===== config.mk =====
export PLATFORM = sky130hd
export DESIGN_NAME = rtc_time_snapshot
export DESIGN_NICKNAME = d
export VERILOG_FILES = /design/src/rtl/rtc_time_snapshot_pkg.sv /design/src/rtl/bcd_range_check.sv /design/src/rtl/rtc_time_snapshot.sv
export SDC_FILE = /design/constraint.sdc
export NUM_CORES = 1
export LEC_CHECK = 0
export CAP_MARGIN = 20
export CORE_MARGIN = 2
export CORE_UTILIZATION = 45
export CTS_BUF_LIST = sky130_fd_sc_hd__clkbuf_2
export CTS_CLUSTER_DIAMETER = 100
export CTS_CLUSTER_SIZE = 25
export DETAILED_ROUTE_END_ITERATION = 6
export PLACE_DENSITY_LB_ADDON = 0.3
export SLEW_MARGIN = 15
export SYNTH_ARGS = -nofsm -noshare
export SYNTH_HDL_FRONTEND = slang
export SYNTH_SLANG_ARGS = --single-unit

===== constraint.sdc =====
create_clock -name clk -period 6.6 [get_ports clk]
set_input_delay 1.32 -clock clk [delete_from_list [all_inputs] [get_ports clk]]
set_output_delay 1.32 -clock clk [all_outputs]
set_load 0.03 [all_outputs]

===== src/rtl/rtc_time_snapshot_pkg.sv =====
// rtc_pkg: address map, field indices and BCD limits shared by the RTC snapshot logic.
package rtc_pkg;

    localparam int NUM_FIELDS = 9;

    typedef enum logic [3:0] {
        F_SEG, F_MNT, F_HRA, F_DIA, F_MES, F_ANO, F_TSEG, F_TMNT, F_THRA
    } field_e;

    typedef logic [7:0] byte_arr_t [NUM_FIELDS];

    localparam logic [7:0] A_SEG  = 8'h21;
    localparam logic [7:0] A_MNT  = 8'h22;
    localparam logic [7:0] A_HRA  = 8'h23;
    localparam logic [7:0] A_DIA  = 8'h24;
    localparam logic [7:0] A_MES  = 8'h25;
    localparam logic [7:0] A_ANO  = 8'h26;
    localparam logic [7:0] A_TSEG = 8'h41;
    localparam logic [7:0] A_TMNT = 8'h42;
    localparam logic [7:0] A_THRA = 8'h43;

    localparam byte_arr_t FIELD_ADDR = '{A_SEG, A_MNT, A_HRA, A_DIA, A_MES, A_ANO, A_TSEG, A_TMNT, A_THRA};
    localparam byte_arr_t FIELD_MIN  = '{8'h00, 8'h00, 8'h00, 8'h01, 8'h01, 8'h00, 8'h00, 8'h00, 8'h00};
    localparam byte_arr_t FIELD_MAX  = '{8'h59, 8'h59, 8'h23, 8'h31, 8'h12, 8'h99, 8'h59, 8'h59, 8'h23};
    localparam byte_arr_t FIELD_RST  = '{8'h00, 8'h00, 8'h00, 8'h01, 8'h01, 8'h00, 8'h00, 8'h00, 8'h00};

    // One-hot field select for a returned address; all zeros when unmapped.
    function automatic logic [NUM_FIELDS-1:0] addr_hit(input logic [7:0] addr);
        logic [NUM_FIELDS-1:0] h;
        for (int i = 0; i < NUM_FIELDS; i++) h[i] = addr == FIELD_ADDR[i];
        return h;
    endfunction

endpackage


===== src/rtl/bcd_range_check.sv =====
// bcd_range_check: flags an 8-bit value as a valid BCD number within [min_val, max_val].
module bcd_range_check (
    input  logic [7:0] bcd,
    input  logic [7:0] min_val,
    input  logic [7:0] max_val,
    output logic       ok
);
    // With both nibbles <= 9, BCD ordering equals plain binary ordering.
    assign ok = bcd[7:4] <= 4'd9 && bcd[3:0] <= 4'd9 && bcd >= min_val && bcd <= max_val;
endmodule


===== src/rtl/rtc_time_snapshot.sv =====
// rtc_time_snapshot: gathers one RTC read burst into shadows and commits all fields
// atomically only when every field arrived and passed the BCD range check.
module rtc_time_snapshot
    import rtc_pkg::*;
(
    input  logic       clk,
    input  logic       reset,
    input  logic       burst_start,
    input  logic       burst_end,
    input  logic       rd_valid,
    input  logic [7:0] rd_addr,
    input  logic [7:0] rd_data,
    output logic [7:0] seg,
    output logic [7:0] mnt,
    output logic [7:0] hra,
    output logic [7:0] dia,
    output logic [7:0] mes,
    output logic [7:0] ano,
    output logic [7:0] tseg,
    output logic [7:0] tmnt,
    output logic [7:0] thra,
    output logic       snap_valid,
    output logic       snap_err,
    output logic       err_missing,
    output logic       err_range,
    output logic       have_snapshot,
    output logic       sec_tick
);
    localparam logic [1:0] S_IDLE    = 2'd0;
    localparam logic [1:0] S_COLLECT = 2'd1;
    localparam logic [1:0] S_CHECK   = 2'd2;

    logic [1:0] state_q, state_d;
    logic [NUM_FIELDS-1:0] mask_q, mask_d, ok, hit;
    byte_arr_t shadow_q, shadow_d, field_q, field_d;
    logic snap_valid_q, snap_valid_d, snap_err_q, snap_err_d, sec_tick_q, sec_tick_d;
    logic err_missing_q, err_missing_d, err_range_q, err_range_d, have_q, have_d;
    logic missing, range_bad;

    for (genvar i = 0; i < NUM_FIELDS; i++) begin : g_chk
        bcd_range_check u_chk (
            .bcd     (shadow_q[i]),
            .min_val (FIELD_MIN[i]),
            .max_val (FIELD_MAX[i]),
            .ok      (ok[i])
        );
    end

    assign hit       = addr_hit(rd_addr);
    assign missing   = ~&mask_q;
    // Only fields received in this burst can be out of range; stale shadows are not judged.
    assign range_bad = |(mask_q & ~ok);

    always_comb begin
        state_d       = state_q;
        mask_d        = mask_q;
        shadow_d      = shadow_q;
        field_d       = field_q;
        snap_valid_d  = 1'b0;
        snap_err_d    = 1'b0;
        sec_tick_d    = 1'b0;
        err_missing_d = err_missing_q;
        err_range_d   = err_range_q;
        have_d        = have_q;
        case (state_q)
            S_IDLE: begin
                if (burst_start) begin
                    mask_d  = '0;
                    state_d = S_COLLECT;
                end
            end
            S_COLLECT: begin
                if (rd_valid) begin
                    for (int i = 0; i < NUM_FIELDS; i++) if (hit[i]) shadow_d[i] = rd_data;
                    mask_d = mask_q | hit;
                end
                if (burst_start) mask_d = '0;
                else if (burst_end) state_d = S_CHECK;
            end
            S_CHECK: begin
                state_d = S_IDLE;
                if (!missing && !range_bad) begin
                    field_d       = shadow_q;
                    snap_valid_d  = 1'b1;
                    sec_tick_d    = shadow_q[F_SEG] != field_q[F_SEG];
                    have_d        = 1'b1;
                    err_missing_d = 1'b0;
                    err_range_d   = 1'b0;
                end else begin
                    snap_err_d    = 1'b1;
                    err_missing_d = missing;
                    err_range_d   = range_bad;
                end
            end
            default: state_d = S_IDLE;
        endcase
    end

    always_ff @(posedge clk or negedge reset) begin
        if (!reset) begin
            state_q       <= S_IDLE;
            mask_q        <= '0;
            shadow_q      <= FIELD_RST;
            field_q       <= FIELD_RST;
            snap_valid_q  <= 1'b0;
            snap_err_q    <= 1'b0;
            sec_tick_q    <= 1'b0;
            err_missing_q <= 1'b0;
            err_range_q   <= 1'b0;
            have_q        <= 1'b0;
        end else begin
            state_q       <= state_d;
            mask_q        <= mask_d;
            shadow_q      <= shadow_d;
            field_q       <= field_d;
            snap_valid_q  <= snap_valid_d;
            snap_err_q    <= snap_err_d;
            sec_tick_q    <= sec_tick_d;
            err_missing_q <= err_missing_d;
            err_range_q   <= err_range_d;
            have_q        <= have_d;
        end
    end

    assign seg           = field_q[F_SEG];
    assign mnt           = field_q[F_MNT];
    assign hra           = field_q[F_HRA];
    assign dia           = field_q[F_DIA];
    assign mes           = field_q[F_MES];
    assign ano           = field_q[F_ANO];
    assign tseg          = field_q[F_TSEG];
    assign tmnt          = field_q[F_TMNT];
    assign thra          = field_q[F_THRA];
    assign snap_valid    = snap_valid_q;
    assign snap_err      = snap_err_q;
    assign sec_tick      = sec_tick_q;
    assign err_missing   = err_missing_q;
    assign err_range     = err_range_q;
    assign have_snapshot = have_q;

endmodule


==> impl_metrics.yaml <==
status:
  status: "finished, final reports clean"
floorplanning:
  die_h_um: 122
  die_w_um: 122
  row_count: 43
  io_pins: 99
  start_util_pct: 45.7
  dieArea_mm2: 0.0149
  core-area_mm2: 0.0138
clock_tree:
  cts_made_buffers: 17
  cts_tree: "built"
  htreeDepth: 4
  cts_sinks: 161
  cts-root-buf: "clkbuf_2"
  cts_setup_buffers: 0
  cts.reportedPaths.clkPinSlew_ns: 0.20
  ctsResizeCount: 0
  holdBufCountCts: 0
  clock_path_buffers: 2
  insertion_delay_ns: 0.70
placement:
  port_buffers: 98
  placed_area_mm2: 0.00748
  dp_hpwl_um: 8770
  place_congestion: 0.789
timing:
  relSlewSlack_pct: 40.4
  clock.fmax_ghz: 0.300
  holdWs_ns: 0.511
  fin_skew_ns: 0.0292
  finalHoldViolations: 0
  period_share_pct: 50.5
  rsz0062_at_grt: "false"
  tightestPinTransition_ns: 0.894
  fin_crit_ns: 3.33
  setup_violations: 0
  drv_slew: 0
  setup_tns_ns: 0
synth:
  syn_area_mm2: 0.00629
  ys_seq_area_share_pct: 64.1
  yosysWarnings: 0
  ys_top_cells_by_count: "dfrtp_1, mux2_2, mux2_1"
  syn_inst: 428
  synth_seq_cells: 161
  synth-main-ff-cell: "dfrtp_1"
  ys_async_sr_fraction_pct: 100
  synth_cell_type_count: 34
  synth-edff-count: 0
  avgSynthCellArea_um2: 14.7
  synth_top_area_cell: "dfrtp_1"
  syn-num-nets: 449
  synthTopCellsByArea: "dfrtp_1, mux2_2, mux2_1, nor2b_1, dfstp_2"
  synth_most_common_cell: "dfrtp_1"
  synth_top_area_share_pct: 62.4
setup_path:
  cp.required_ns: 7.18
  r2r_end: "mnt[4]"
  r2r_start: "shadow_q[55]"
  crit_type: "flop to flop"
  r2r_slack_ns: 3.27
  critPathMaxFanout: 51
  setup.worst_path.start_class: "flop"
  crit_arrival_ns: 3.91
  rr_worst_depth: 7
  cp-startpoint: "shadow_q[55]"
  endpoint_kind: "flop"
power_and_ir_drop:
  power.density_mw_per_mm2: 209
  ir_worst_vdd_mv: 0.114
  p_leak_nw: 3.83
  p_total_mw: 1.62
cells_and_area:
  final_nets: 559
  largestRegisters: "shadow_q (72), mask_q (9)"
  largest_reg_flops: 72
  diodes: 0
  drive_above_1_share_pct: 20.5
  top_register: "shadow_q"
  final_area_mm2: 0.00773
  syn_to_final_growth_pct: 22.8
routing:
  dr_total_vias: 3760
  dr.pass1.iters: 4
  routed_via_density: 5.14
  routedWlPerCell_um: 17.7
  wl_um: 12900
  ant_nets: 0
  drcViolationCount: 0
  first_iter_violations: 152
global_route:
  antenna_found_initial: 0
  grt_usage_pct: 18.5
  grt_pass1_wl_um: 20600
  grt_max_degree: 104
  overflow: 0
  grt_pass1_vias: 3876
hold_path:
  hold_end: "state_q[0]"
  hold_start: "state_q[1]"
  whs_path_depth: 1
  hp-class: "flop to flop"
flow_run:
  maxCapViolCount: 0
layer usage:
layer	routed length, um	track usage [%]	share of wire, %
met1	6070	25.2	47
met2	6020	28.7	47
met3	694	5.76	5.4
met4	148	5.53	1.1
met5	0	0	0
per-stage QoR:
step	utilization [%]	setup slack, ns	cells
2_1_floorplan	-	3.65	428
3_5_place_dp	54.3	2.84	698
4_1_cts	56.0	2.84	730
6_report	56.1	3.27	731
3_3_place_gp	54.3	2.87	697
5_1_grt	56.1	3.07	731
where the power goes:
part	total, mW	leakage (nW)	switching (mW)	internal [mW]
Sequential	1.02	2.22	0.0128	1.00
Combinational	0.0746	1.46	0.0448	0.0298
Clock	0.524	0.149	0.323	0.202
layout by cell type, fill, tap and decap left out, types with 4 or more instances in the layout:
cell / instances
a21boi_0: 9
a21oi_1: 12
clkbuf_2: 17
clkdlybuf4s50_1: 97
clkinv_2: 8
dfrtp_1: 157
dfstp_2: 4
inv_1: 9
mux2_1: 56
mux2_2: 74
nand2_1: 9
nor2_1: 6
nor2b_1: 17
nor4_1: 5
o21ai_0: 15
or4_1: 4
xor2_1: 8
critical path, stage by stage, from the launching register on:
cell and delay [ns]:
dfrtp_1 0.43, or4_1 0.54, o21ai_1 0.16, o22ai_1 0.10, or3_1 0.40, nor3_4 0.57
buf_4 0.61, mux2_1 0.38
cell type report:
| type | count | area [um2] |
|---|---|---|
| repair buffers | 102 | 1020 |
| clock buffers | 17 | 85.1 |
| multi-input cells | 247 | 2180 |
| inverters | 9 | 33.8 |
| clock inverters | 15 | 149 |
| well taps | 180 | 225 |
| fillers | 1167 | 6050 |
| flip-flops and latches | 161 | 4030 |
how the worst max path moves through the flow:
stage	depth (start not counted)	to
floorplan	4	shadow_q[24]
global placement	5	shadow_q[28]
detailed placement	7	mnt[6]
CTS	7	mnt[4]
global route	7	hra[1]
finish	7	mnt[4]
cell families after synthesis:
kind of cell | synth area share [%]
AOI/OAI and AO/OA | 4.12
and+or+nand+nor | 6.08
buffers and inverters | 1.31
xor gates and xnor gates | 1.11
DFF | 64.1
muxes | 23.3
Power figures use the tool's default switching activity.
==> edit, RTL diff (same settings) <==
Remove the register `snap_err_q`: a continuous assignment takes its place, so the output `snap_err` follows one clock earlier.
--- a/src/rtl/rtc_time_snapshot.sv
+++ b/src/rtl/rtc_time_snapshot.sv
@@ -105,3 +105,2 @@
             snap_valid_q  <= 1'b0;
-            snap_err_q    <= 1'b0;
             sec_tick_q    <= 1'b0;
@@ -116,3 +115,2 @@
             snap_valid_q  <= snap_valid_d;
-            snap_err_q    <= snap_err_d;
             sec_tick_q    <= sec_tick_d;
@@ -123,2 +121,4 @@
     end
+
+    assign snap_err_q = snap_err_d;
 
Behaviour: not the same (Yosys sat finds a counterexample within 4 cycles, from zero or initial values and one cycle with reset low).
==> edit against the original RTL <==
- largest power group unchanged
- largest cell class unchanged
- area after synthesis is 0.40% lower
- sequential cell count down 1
- wire length rose by 1.4%
- total power increased by 2.4%
- global-route usage is 0.56 points higher
- sequential share of layout area fell by 0.33 points
- worst setup slack lost 1200 ps
- final area hardly changed
==> edit: results (changes against the original RTL) <==
Slew at the pin closest to its max-slew limit: 909 ps (+14.9 ps). The logs give 7450 µm² (-0.30%) for the instance area at placement and 0 (unchanged) for the post-cts repair resize count. Cell family contributing the most delay on the critical path: simple AND/OR/NAND/NOR gates. The run gives 43 (unchanged) as the row count. The largest registers in the layout are shadow_q (72), mask_q (9). The estimated wirelength of the detail-placed design was 8860 µm (+1.1%); the fraction of layout instances using a drive strength above 1 was 0.211 (+0.00621). The tools report the number of buffers inserted by post-CTS setup repair as 0 (unchanged).

The first-pass GRT wire length was 21300 µm (+3.5%); the summed negative setup slack over all endpoints was 0 ps (unchanged). After synthesis, the cell types taking the most area are dfrtp_1 (62%), mux2_2 (13%), mux2_1 (10%). The commonest cells after synthesis are dfrtp_1 (156), mux2_2 (74), mux2_1 (56), nor2b_1 (17), o21ai_0 (15).

The largest net degree at the start of global routing was 104 (unchanged); the detailed router's first-iteration violation count was 194 (+28%). The flow ran to the end, and the final reports show no timing, DRC or antenna violations. The global routing met1 resource utilization came out at 0.260 (+0.00757). Detailed-route wire length: 13100 µm (+1.4%). Upper clock frequency limit: 0.220 GHz (-27%).

The synthesized instance count is 427 (-0.23%), and the ratio of routed vias to standard cells is 5.24 (+1.9%). The share of synthesized registers carrying an async set or reset is 1.00 (unchanged). The global placement routability congestion was 0.764 (-3.1%); the sequential share of the synthesized area was 0.640 (-0.00143). Clock latency at the later pin of the worst-skew pair: 710 ps. The number of buffers created by CTS was 17 (unchanged); the met3 capacity usage during global routing was 0.0548 (-0.00285). The tools report the total track usage as 0.191 (+0.00563). Worst setup skew after layout: 40.9 ps (+11.7 ps). For the post-synthesis net count, the log shows 448 (-0.22%). The count of cell types in the netlist was 34 (unchanged); the largest stage delay on the critical path was 610 ps (about the same).

The run gives 3.81 nW (-0.44%) as the leakage power total. The clock tree root driver cell is clkbuf_2. In the synthesized netlist the dominant register cell turns out to be dfrtp_1. The worst voltage drop across the vdd grid came out at 0.0868 mV (-24%).

The path class of the tightest hold or removal check is flip-flop to flip-flop. The maximum buffer depth of the clock tree is 2 (unchanged), and the met2 track demand over resource in global routing is 0.292 (+0.00475). The number of global-route vias before repair is 4020 (+3.7%), and the clock-pin slew on the worst setup and hold paths is 250 ps (+50 ps).

The run gives 730 (-0.14%) as the count of non-filler cells in the finished layout. The tools report the CTS H-tree depth as 4 (unchanged). The total number of yosys warnings is 0 (unchanged). The logs give 1 (+1) for the initial antenna violation count and 557 (-0.36%) for the net total in the final layout.

The critical path's slowest cell was clkdlybuf4s50_1. The number of placed instances with taps included came out at 697 (-0.14%). The arrival time of data at the critical path endpoint is 3220 ps (-690 ps), and the biggest fanout along the worst timing path is 3 (-94%).

The power spent charging and discharging nets came out at 0.411 mW (+8.0%).
[edit: layout make-up]
class | count | area (µm²)
antenna | 1 | 2.50
clock buffer | 17 | 85.1
clock inverter | 15 | 180
fill | 1108 | 5990
inverter | 9 | 33.8
multi-input combinational | 247 | 2190
sequential | 160 | 4010
tap | 180 | 225
timing repair buffer | 101 | 1000
[edit: worst register-to-register path, delay by kind of cell (launching register included)]
family	cells	cell delay, ps
AOI/OAI and AO/OA	2	290
DFF	1	450
buffers and inverters	1	530
muxes	1	410
and+or+nand+nor	3	1080
[edit: per-stage QoR]
stage,setup slack [ps],hold WS (ps)
2_1_floorplan,3540,443
3_3_place_gp,2760,451
5_1_grt,1760,522
6_report,2060,510
4_1_cts,2000,506
3_5_place_dp,2660,458
[edit: worst paths after layout]
kind | start | to | slack, ps | cells past startpoint
max in group asynchronous | reset | shadow_q[34] | 4610 | 2
setup / recovery | shadow_q[6] | snap_err | 2060 | 7
min in group asynchronous | reset | thra[0] | 650 | 1
hold / removal | have_snapshot | have_snapshot | 510 | 1
hold reg to reg | have_snapshot | have_snapshot | 510 | 1
setup reg to reg | shadow_q[6] | mnt[3] | 3710 | 7
[edit: power by group through the flow]
stage / registers [mW] / logic, mW / clock network [mW]
global placement: 1.03 / 0.0744 / 0
finish: 1.01 / 0.0752 / 0.569
detailed placement: 1.03 / 0.0766 / 0
floorplan: 1.02 / 0.0243 / 0
global route: 1.01 / 0.0837 / 0.634
CTS: 1.01 / 0.0769 / 0.587
[edit: cell families (layout without fill, tap and decap cells)]
logic type,after synthesis,count (layout),share of synthesized area
xor+xnor,8,8,0.0112
buf+inv,20,142,0.0132
simple gates,65,65,0.0611
compound gates,44,44,0.0413
other cells,0,1,0
mux,130,130,0.234
flops,160,160,0.640
[edit: routing by layer]
metal  wire (µm)  share of wire
met1        6030           0.46
met2        6200           0.47
met3         612          0.047
met4         267          0.020
met5           0              0
